<file path="src/rtl/bcd_serial_add_ctrl.sv">
// Digit-serial BCD add sequencer: drives one shared single-digit BCD adder LSD first and collects the result.
// Optional BCD_DIGIT_CHECK_EN adds a sticky invalid-digit flag reported on err.
module bcd_serial_add_ctrl #(
  parameter int DIGITS = 4
) (
  input  logic                clk,
  input  logic                rst_n,
  input  logic                start,
  input  logic [4*DIGITS-1:0] a,
  input  logic [4*DIGITS-1:0] b,
  input  logic                cin,
  output logic                busy,
  output logic                done,
  output logic [4*DIGITS-1:0] sum,
  output logic                cout,
  output logic                err,
  output logic [3:0]          add_a,
  output logic [3:0]          add_b,
  output logic                add_cin,
  input  logic [3:0]          add_sum,
  input  logic                add_cout
);

  // state | meaning
  // IDLE  | waiting for start, add_* held at 0
  // RUN   | one digit per clock through the external adder
  // DONE  | one-cycle done pulse, result registers updated
  localparam int W  = 4 * DIGITS;
  localparam int CW = $clog2(DIGITS + 1);
  localparam logic [CW-1:0] LAST = CW'(DIGITS - 1);

  typedef enum logic [1:0] {IDLE, RUN, DONE} state_t;

  state_t        state, state_nxt;
  logic [W-1:0]  opa, opb, res, res_nxt;
  logic          carry;
  logic [CW-1:0] cnt;
  logic          last;

  assign last    = (state == RUN) && (cnt == LAST);
  // Concatenate then shift so a single-digit build needs no empty slice.
  assign res_nxt = W'({add_sum, res} >> 4);

  always_ff @(posedge clk or negedge rst_n) begin
    if (!rst_n) state <= IDLE;
    else        state <= state_nxt;
  end

  always_comb begin
    state_nxt = state;
    busy      = 1'b0;
    done      = 1'b0;
    add_a     = 4'd0;
    add_b     = 4'd0;
    add_cin   = 1'b0;
    case (state)
      IDLE: if (start) state_nxt = RUN;
      RUN: begin
        busy    = 1'b1;
        add_a   = opa[3:0];
        add_b   = opb[3:0];
        add_cin = carry;
        if (cnt == LAST) state_nxt = DONE;
      end
      DONE: begin
        done      = 1'b1;
        state_nxt = IDLE;
      end
      default: state_nxt = IDLE;
    endcase
  end

  always_ff @(posedge clk or negedge rst_n) begin
    if (!rst_n) begin
      opa   <= '0;
      opb   <= '0;
      res   <= '0;
      carry <= 1'b0;
      cnt   <= '0;
      sum   <= '0;
      cout  <= 1'b0;
    end else begin
      case (state)
        IDLE: if (start) begin
          opa   <= a;
          opb   <= b;
          carry <= cin;
          cnt   <= '0;
          res   <= '0;
        end
        RUN: begin
          res   <= res_nxt;
          carry <= add_cout;
          opa   <= opa >> 4;
          opb   <= opb >> 4;
          cnt   <= cnt + CW'(1);
          if (last) begin
            sum  <= res_nxt;
            cout <= add_cout;
          end
        end
        default: ;
      endcase
    end
  end

`ifdef BCD_DIGIT_CHECK_EN
  logic flag;
  logic dig_bad;

  assign dig_bad = (state == RUN) && ((opa[3:0] > 4'd9) || (opb[3:0] > 4'd9));

  always_ff @(posedge clk or negedge rst_n) begin
    if (!rst_n) begin
      flag <= 1'b0;
      err  <= 1'b0;
    end else begin
      if (state == IDLE && start) flag <= 1'b0;
      else if (dig_bad)           flag <= 1'b1;
      if (last) err <= flag | dig_bad;
    end
  end
`else
  assign err = 1'b0;
`endif

endmodule
</file>
<file path="config.mk">
export PLATFORM = sky130hd
export DESIGN_NAME = bcd_serial_add_ctrl
export DESIGN_NICKNAME = d
export VERILOG_FILES = /design/src/rtl/bcd_serial_add_ctrl.sv
export SDC_FILE = /design/constraint.sdc
export NUM_CORES = 1
export LEC_CHECK = 0
export CELL_PAD_IN_SITES_DETAIL_PLACEMENT = 1
export CELL_PAD_IN_SITES_GLOBAL_PLACEMENT = 1
export CORE_MARGIN = 2
export CORE_UTILIZATION = 35
export DETAILED_ROUTE_END_ITERATION = 6
export GPL_ROUTABILITY_DRIVEN = 0
export PLACE_DENSITY_LB_ADDON = 0.2
export SYNTH_ARGS = -nofsm -noshare
export SYNTH_HDL_FRONTEND = slang
export SYNTH_SLANG_ARGS = --single-unit
</file>
<file path="constraint.sdc">
create_clock -name clk -period 1.38 [get_ports clk]
set_input_delay 0.138 -clock clk [delete_from_list [all_inputs] [get_ports clk]]
set_output_delay 0.138 -clock clk [all_outputs]
set_load 0.02 [all_outputs]
</file>
==> flow_metrics.tcl, run 1 <==
set metrics [dict create \
    outcome "finished with violations" \
    violations "negative setup slack" \
    synth_common_cells "dfrtp_1, o22ai_1, a21oi_1" \
    synth-seq-cells 67 \
    fin_nets 371 \
    cts_buffers 9 \
    finalCritPeriodShare_pct 100 \
    final_cell_area_sq_um 4100 \
    yosysUniqueCellTypes 28 \
    antenna_found_initial 0 \
    syn-cell-area_sq_um 2900 \
    dp_hpwl_mm 5.01 \
    drcViolationCount 0 \
    clock-sinks 67 \
    track_usage_pct 18.2 \
    synth_mux_area_share_pct 7.77 \
    layout_setup_ws_ns -0.00449 \
    slew_viol_final 0 \
    die_h_um 95.0 \
    yosysWarnings 0 \
    fmax_mhz 722 \
    yosysMostFrequentCell "dfrtp_1" \
    synth-edff-count 0 \
    syn_inst 243 \
    crit_type "reg -> out" \
    switchingPower_uw 3690 \
    power_leakage_uw 0.00183 \
    grt_overflow 0 \
    p_clk_share_pct 19.3 \
    diodes 0 \
    num_vias 2321 \
    fin_crit_ns 1.38 \
    wl_per_cell_um 17.3 \
    end_kind "output port" \
    fin_skew_ns 0.00777 \
    seq_area_sq_um 1680 \
    htreeDepth 3 \
    cap_violations 0 \
    core_region_area_sq_um 8130 \
    ant_nets 0 \
    ys.flop_type "dfrtp_1" \
    fillCellCount 871 \
    p_int_uw 6420 \
    power_frac_seq_pct 34.8 \
    worstSkewPairLatency_ns 0.33 \
    rows 33 \
    grt_pass1_vias 2386 \
    dr.first_iter.drc_count 104 \
    path_max_fanout 12 \
    port_buffers 68 \
    worstHoldPathType "in -> async" \
    synthArstFlopShare_pct 100 \
    cts_root_buf "clkbuf_8" \
    power_density_nw_per_um2 2470 \
    ys_seq_area_share_pct 57.8 \
    via_per_inst 5.30 \
    grt_max_degree 68 \
    pin_count 70 \
    worstPathRequired_ns 1.24 \
    yosysTopAreaCell "dfrtp_1" \
    synthAdderAreaFrac_pct 0.863 \
    cts_tree "yes" \
    hold_violations 0 \
    fp.dieArea_sq_um 9030 \
    drive_gt1_share_pct 26.7 \
    setup_violations 3 \
    path_clk_slew_ns 0.07 \
    start_util_pct 35.6 \
    p_comb_share_pct 45.8 \
    synth_xor_area_share_pct 0 \
    wirelength_mm 7.59 \
    switching_share_pct 36.5 \
    syn_area_per_cell_sq_um 11.9 \
    rsz0062_at_grt "true" \
    total_power_uw 10100 \
    yosys.area.top_type_share_pct 57.8 \
    vdd.ir_drop.worst_uv 738 \
    synth_area_leaders "dfrtp_1, o22ai_1, mux2_4" \
    grt_pass1_wl_mm 12.5 \
    synth_top_family_by_area "compound AO/OA/AOI/OAI gates" \
    start_kind "flop" \
    die_w_um 95.0 \
    placed_area_sq_um 3790 \
    synth_simple_gate_area_share_pct 7.21 \
    first_pass_iters 4 \
    synth_nets 286 \
    syn_to_final_growth_pct 41.3 \
    multiInputGateArea_sq_um 1140 \
    arrival_ns 1.25 \
    cts_max_path_buffers 2 \
    synth_compound_area_share_pct 21.5 \
]
-- repair_timing --
item,4_1_cts,5_1_grt
setup buffers,1,0
gates resized for setup,79,20
hold buffers,1,0
setup endpoints to repair,45,55
cloned,1,1
endpoints found under the hold margin,67,0
pin swaps,1,1
-- stage by stage --
step	instances	hold WS [ns]	setup WS, ns	setup TNS [ns]	utilization [%]
6_report	438	0.357	-0.00449	-0.00621	50.4
3_5_place_dp	418	0.192	-0.204	-5.34	46.7
4_1_cts	437	0.356	-0.0709	-0.192	49.8
5_1_grt	438	0.350	-0.0648	-1.34	50.4
3_3_place_gp	418	0.189	-0.159	-4.72	46.7
2_1_floorplan	243	-0.158	0.00506	0	-
-- critical path: stages (launching register included) --
cell and delay [ns]:
dfrtp_1 0.39, nand2b_4 0.17, inv_8 0.09, and2_1 0.15
buf_6 0.12
-- final cells by class --
cell class	instances	area share, %
Tap cell	105	3.21
Sequential cell	67	40.9
Multi-Input combinational cell	151	27.9
Timing Repair Buffer	94	21.5
Clock buffer	10	3.12
Clock inverter	6	2.78
Inverter	5	0.641
-- registers in the layout, indices dropped and copies added (netlist names) --
name and count:
sum 16, carry 1, res 12, opa 16, cout 1, opb 16
cnt 3, state 2
-- final timing paths --
kind,slack (ns),startpoint,to,depth (start not counted)
min reg2reg,0.49,opb[14],opb[14],2
max in group asynchronous,0.73,rst_n,res[7],3
min in group clk,0.36,b[12],opb[12],3
max,-0.004,state[1],add_b[3],4
min,0.36,rst_n,opb[3],3
max reg2reg,0.01,cnt[1],sum[2],4
-- metal layers --
layer  track usage (%)  vias up  wire (um)  share of wire [%]
met2              27.4       44       3530                 46
met4              6.64        0        133                1.8
li1                  -     1077          -                  -
met5                 0        -          0                  0
met1              26.4     1190       3660                 48
met3              3.32       10        271                3.6
-- layout by cell type (no fill, tap or decap), drive strengths merged, types with 10 or more instances in the layout --
master,count
dfrtp,67
clkdlybuf4s50,39
o22ai,38
buf,37
a21oi,20
dlygate4sd2,17
o21ai,17
mux2,17
a22o,13
nand2,11
clkbuf,10
-- cells by family (layout without fill, tap and decap cells) --
group                    Yosys count  count (layout)
multiplexers                      17              17
flip-flops                        67              67
other                              1               1
AND/OR/NAND/NOR                   34              35
AO/OA/AOI/OAI                     96              96
adder cells (fa/ha/maj)            2               2
buffers and inverters             26             115
-- power by group through the flow --
stage                     combinational (uW)  clock (uW)  sequential [uW]
after floorplan                         2580           0             3670
after global placement                  4480           0             3510
after detailed placement                4580           0             3560
after CTS                               4540        2010             3520
after global routing                    5070        2100             3650
final                                   4630        1960             3520
(Power assumes the default switching activity.)
==> inputs of run 2 (changes only) <==
--- a/config.mk
+++ b/config.mk
@@ -8,7 +8,7 @@
 export CELL_PAD_IN_SITES_DETAIL_PLACEMENT = 1
 export CELL_PAD_IN_SITES_GLOBAL_PLACEMENT = 1
 export CORE_MARGIN = 2
-export CORE_UTILIZATION = 35
+export CORE_UTILIZATION = 30
 export DETAILED_ROUTE_END_ITERATION = 6
 export GPL_ROUTABILITY_DRIVEN = 0
 export PLACE_DENSITY_LB_ADDON = 0.2
==> run 2 against run 1 <==
The flow still finishes with violations (negative setup slack). Power is 0.92% higher. Cell count increased by 6.2%. Global-route usage is 1.6 points lower. Count of clock-buffer cells in the layout is the same. Flip-flop and latch count unchanged. Wire length is 6.7% higher. Via count is 0.13% higher. Critical path depth unchanged. Non-clock buffer count up 2. Largest power group unchanged.
==> flow_metrics.tcl, run 2 (synthesis results as in run 1) <==
set metrics [dict create \
    die_h_um 102 \
    regToRegSetupSlack_ns 0.02 \
    hold_slack_ns 0.336 \
    critical-path-slowest-cell "dfrtp_1" \
    worstPathRequired_ns 1.24 \
    setup_violations 9 \
    first_pass_iters 4 \
    dpl_worst_slack_ns -0.145 \
    crit_type "reg -> out" \
    wl_per_cell_um 17.4 \
    cap_violations 0 \
    power_frac_seq_pct 34.9 \
    fin_crit_ns 1.40 \
    worstSkewPairLatency_ns 0.35 \
    switching_share_pct 37.6 \
    start_kind "flop" \
    grt_overflow 0 \
    port_buffers 68 \
    grt_max_degree 68 \
    arrival_ns 1.27 \
    wirelength_mm 8.10 \
    cts_max_path_buffers 2 \
    slew_viol_final 0 \
    power_density_nw_per_um2 2440 \
    clock-sinks 67 \
    violations "negative setup slack" \
    finalCritPeriodShare_pct 102 \
    placed_area_sq_um 3830 \
    outcome "finished with violations" \
    path_delay_family "flip-flops" \
    diodes 0 \
    dp_hpwl_mm 5.28 \
    final_cells 465 \
    cp_cell_sequence "nand2b_4 -> clkinv_8 -> and2_1 -> buf_6" \
    final_cell_area_sq_um 4190 \
    syn_to_final_growth_pct 44.4 \
    pin_count 70 \
    antenna_found_initial 0 \
    vdd.ir_drop.worst_uv 632 \
    start_util_pct 31.1 \
    final_common_cell "dfrtp_1" \
    final_cell_mix "dfrtp_1, clkdlybuf4s50_1, o22ai_1" \
    layout_setup_ws_ns -0.0232 \
    ant_nets 0 \
    total_power_uw 10200 \
    cts_buffers 9 \
    cts_root_buf "clkbuf_8" \
    p_int_uw 6370 \
    placed_cells 443 \
    worstHoldPathType "in -> async" \
    crit_buf_inv 2 \
    num_vias 2324 \
    path_max_fanout 12 \
    fp.dieArea_sq_um 10500 \
    die_w_um 102 \
    drcViolationCount 0 \
    track_usage_pct 16.6 \
    fillCellCount 1018 \
    path_clk_slew_ns 0.07 \
    largestRegisters "opa: 16 flops, opb: 16 flops, sum: 16 flops" \
    core_region_area_sq_um 9330 \
    critPathMaxStageDelay_ns 0.37 \
    hold_violations 0 \
    rsz0062_at_grt "true" \
    grt_pass1_wl_mm 13.1 \
    htreeDepth 3 \
    via_per_inst 5.00 \
    dr.first_iter.drc_count 61 \
    p_comb_share_pct 47.5 \
    end_kind "output port" \
    p_clk_share_pct 17.7 \
    power_leakage_uw 0.00187 \
    drive_gt1_share_pct 26.8 \
    ff2ff_path_depth 5 \
    r2r_end "sum[6]" \
    grt_pass1_vias 2466 \
    switchingPower_uw 3830 \
    fin_skew_ns 0.0118 \
    rr_startpoint "state[1]" \
    fin_nets 374 \
    fmax_mhz 713 \
    cts_tree "yes" \
    rows 35 \
]
run 2: cell types whose count changed in the layout (fill, tap and decap cells not counted), sizes merged:
cell,change
clkinvlp,-1
inv,-1
bufinv,-1
clkinv,+3
nand2,+1
buf,+2
run 2: worst max-delay path by stage:
stage,startpoint,endpoint,slack [ns],cells after the start
after floorplan,state[0],sum[10],0.005,7
after global placement,state[1],add_cin,-0.13,4
after detailed placement,state[1],add_cin,-0.14,4
after CTS,state[1],done,-0.11,4
after global routing,state[1],add_b[2],-0.1,4
final,state[1],add_a[3],-0.02,4
run 2: what timing repair did:
action | in CTS | in global routing
hold endpoints to repair | 67 | 0
cloned | 2 | 1
buffers inserted | 1 | 2
pin swaps | 3 | 4
gates resized for setup | 79 | 27
hold buffers | 1 | 0
setup endpoints to repair | 51 | 55
run 2: cell type report:
cell class                 count  area [sq um]  share of cell area (%)
tap                          129           161                    3.86
sequential                    67          1680                    40.1
multi-input combinational    152          1200                    28.6
inverter                       5          31.3                   0.747
clock buffer                  10           128                    3.05
timing repair buffer          96           900                    21.5
clock inverter                 6          90.1                    2.15
run 2: power groups by stage:
| stage | clock, uW | combinational, uW | sequential [uW] |
|---|---|---|---|
| finish | 1800 | 4840 | 3560 |
| floorplan | 0 | 2580 | 3670 |
| global placement | 0 | 4510 | 3520 |
| detailed placement | 0 | 4620 | 3570 |
| global route | 1930 | 5260 | 3690 |
| CTS | 1850 | 4610 | 3530 |
run 2: routing by layer:
metal / share of wire [%] / GRT usage, %
met1: 49 / 22.9
met4: 1.4 / 6.15
met3: 3.4 / 3.83
met2: 46 / 25.7
met5: 0 / 0
run 2: worst min-delay path: cells and delay by family:
family / cells / cell delay [ns]
buffers and inverters: 3 / 0.94
run 2: metrics by stage:
stage                     utilization (%)  TNS (ns)
final                                44.9    -0.156
after global routing                 44.9     -1.00
after CTS                            43.8    -0.524
after detailed placement             41.1     -2.31
after global placement               41.1     -1.20
after floorplan                         -         0
==> inputs of run 3 (changes only) <==
--- a/config.mk
+++ b/config.mk
@@ -11,6 +11,7 @@
 export CORE_UTILIZATION = 30
 export DETAILED_ROUTE_END_ITERATION = 6
 export GPL_ROUTABILITY_DRIVEN = 0
+export GPL_TIMING_DRIVEN = 0
 export PLACE_DENSITY_LB_ADDON = 0.2
 export SYNTH_ARGS = -nofsm -noshare
 export SYNTH_HDL_FRONTEND = slang
==> run 3 against run 2 <==
The run still ends with negative setup slack left. Sequential share of layout area fell by 2.1 points. Count of clock-buffer cells in the layout unchanged. Power is 7.8% higher. Worst hold slack lost 0.0043 ns. Worst setup slack lost 0.15 ns. Largest power group unchanged. Clock skew hardly changed. Core utilization up 2.5 points.
==> flow_metrics.tcl, run 3 (synthesis results as in run 1) <==
set metrics [dict create \
    wl_per_cell_um 18.6 \
    path_delay_family "buffers and inverters" \
    finalCritPeriodShare_pct 112 \
    hold_violations 0 \
    fmax_mhz 644 \
    start_kind "flop" \
    fin_skew_ns 0.0117 \
    crit_type "reg -> out" \
    crit_top_cell "buf_6" \
    fin_nets 385 \
    fp.dieArea_sq_um 10500 \
    final_cell_mix "dfrtp_1, clkdlybuf4s50_1, o22ai_1" \
    hold_slack_ns 0.331 \
    antenna_found_initial 0 \
    utilization_pct 47.3 \
    grt_pass1_vias 2571 \
    power_density_nw_per_um2 2490 \
    ff2ff_path_depth 6 \
    worstPathRequired_ns 1.24 \
    fin_crit_ns 1.55 \
    pin_count 70 \
    grt_pass1_wl_mm 14.0 \
    htreeDepth 3 \
    path_max_fanout 5 \
    critical-path-slowest-cell "dfrtp_1" \
    hold_start "a[13]" \
    tightest_slew_ns 0.879 \
    clock-sinks 67 \
    fillCellCount 999 \
    setup_violations 30 \
    rsz0062_at_grt "true" \
    cts_root_buf "clkbuf_8" \
    diodes 0 \
    via_per_inst 5.04 \
    grt_overflow 0 \
    final_common_cell "dfrtp_1" \
    worstSkewPairLatency_ns 0.35 \
    die_w_um 102 \
    r2r_end "sum[6]" \
    cp_cell_sequence "buf_6 -> nand2b_4 -> inv_8 -> clkbuf_8 -> and2_4 -> buf_6" \
    track_usage_pct 18.0 \
    power_leakage_uw 0.00199 \
    num_vias 2398 \
    cap_violations 0 \
    end_kind "output port" \
    slew_viol_final 0 \
    violations "negative setup slack" \
    rows 35 \
    largestRegisters "opa: 16 flops, opb: 16 flops, sum: 16 flops" \
    slew_headroom_pct 41.4 \
    arrival_ns 1.41 \
    outcome "finished with violations" \
    cts_buffers 9 \
    vdd.ir_drop.worst_uv 626 \
    ant_nets 0 \
    worstHoldPathType "in -> reg" \
    crit_buf_inv 4 \
    crit_path_end "add_b[3]" \
    regToRegSetupSlack_ns -0.13 \
    path_clk_slew_ns 0.08 \
    cts_max_path_buffers 2 \
    grt_max_degree 68 \
    fin_tns_setup_ns -2.80 \
    wirelength_mm 8.83 \
    syn_to_final_growth_pct 52.3 \
    drive_gt1_share_pct 34.3 \
    core_region_area_sq_um 9330 \
    critPathMaxStageDelay_ns 0.38 \
    rr_startpoint "cnt[1]" \
    dr.first_iter.drc_count 92 \
    cts_tree "yes" \
    die_h_um 102 \
    port_buffers 68 \
    layout_setup_ws_ns -0.172 \
    critical_path_depth 6 \
    drcViolationCount 0 \
    first_pass_iters 4 \
    dp_hpwl_mm 5.52 \
    start_util_pct 31.1 \
    crit_start "state[0]" \
]
[run 3: changes by cell type in the layout (fill, tap and decap cells not counted), sizes merged]
cell | previous run | this run
clkbuf | 10 | 18
buf | 39 | 44
clkinv | 5 | 2
inv | 3 | 5
nand2 | 12 | 10
clkinvlp | 1 | 2
[run 3: how the worst min path moves through the flow]
stage                   end  slack [ns]  cells after the start
finish              opa[13]        0.33                      3
global placement     res[6]        0.48                      1
global route        opa[14]        0.35                      3
detailed placement  opa[14]        0.31                      1
floorplan             carry       -0.16                      0
CTS                 opa[12]        0.33                      3
[run 3: where the power goes]
group	switching [uW]	leakage [uW]	total, uW	internal [uW]
sequential	665	0.000823	3560	2890
clock	816	0.000108	1880	1070
combinational	2560	0.00106	5550	2990
[run 3: cell type report]
cell class,count,area (sq um),area share [%]
Buffer,20,208,4.70
Timing Repair Buffer,89,892,20.2
Inverter,5,28.8,0.652
Tap cell,129,161,3.66
Sequential cell,67,1680,38.0
Multi-Input combinational cell,150,1220,27.7
Clock inverter,6,88.8,2.01
Clock buffer,10,138,3.12
[run 3: through the flow]
step / instances / instance area, sq um / worst slack (ns) / power, uW
finish: 476 / 4420 / -0.172 / 11000
global placement: 440 / 3760 / -2.20 / 7910
floorplan: 243 / 2920 / 0.00506 / 6250
CTS: 471 / 4270 / -0.189 / 10700
detailed placement: 440 / 3760 / -0.621 / 8080
global route: 476 / 4420 / -0.214 / 11700
[run 3: layer usage]
layer / global-route usage [%] / part of all wire, %
met1: 25.2 / 46
met2: 26.9 / 49
met3: 3.63 / 3.7
met4: 8.00 / 1.5
met5: 0 / 0
[run 3: worst register-to-register path, stage by stage, from the launching register on]
cell     delay, ns
dfrtp_1       0.40
ha_2          0.20
ha_4          0.18
nand2_8       0.10
buf_12        0.11
buf_12        0.11
mux2_4        0.30
[run 3: what timing repair did]
item | in CTS | in global routing
pin swaps | 10 | 11
setup buffers | 13 | 4
cloned | 2 | 2
hold buffers | 1 | 0
endpoints found under the setup margin | 71 | 74
resized for setup | 130 | 30
endpoints found under the hold margin | 67 | 0
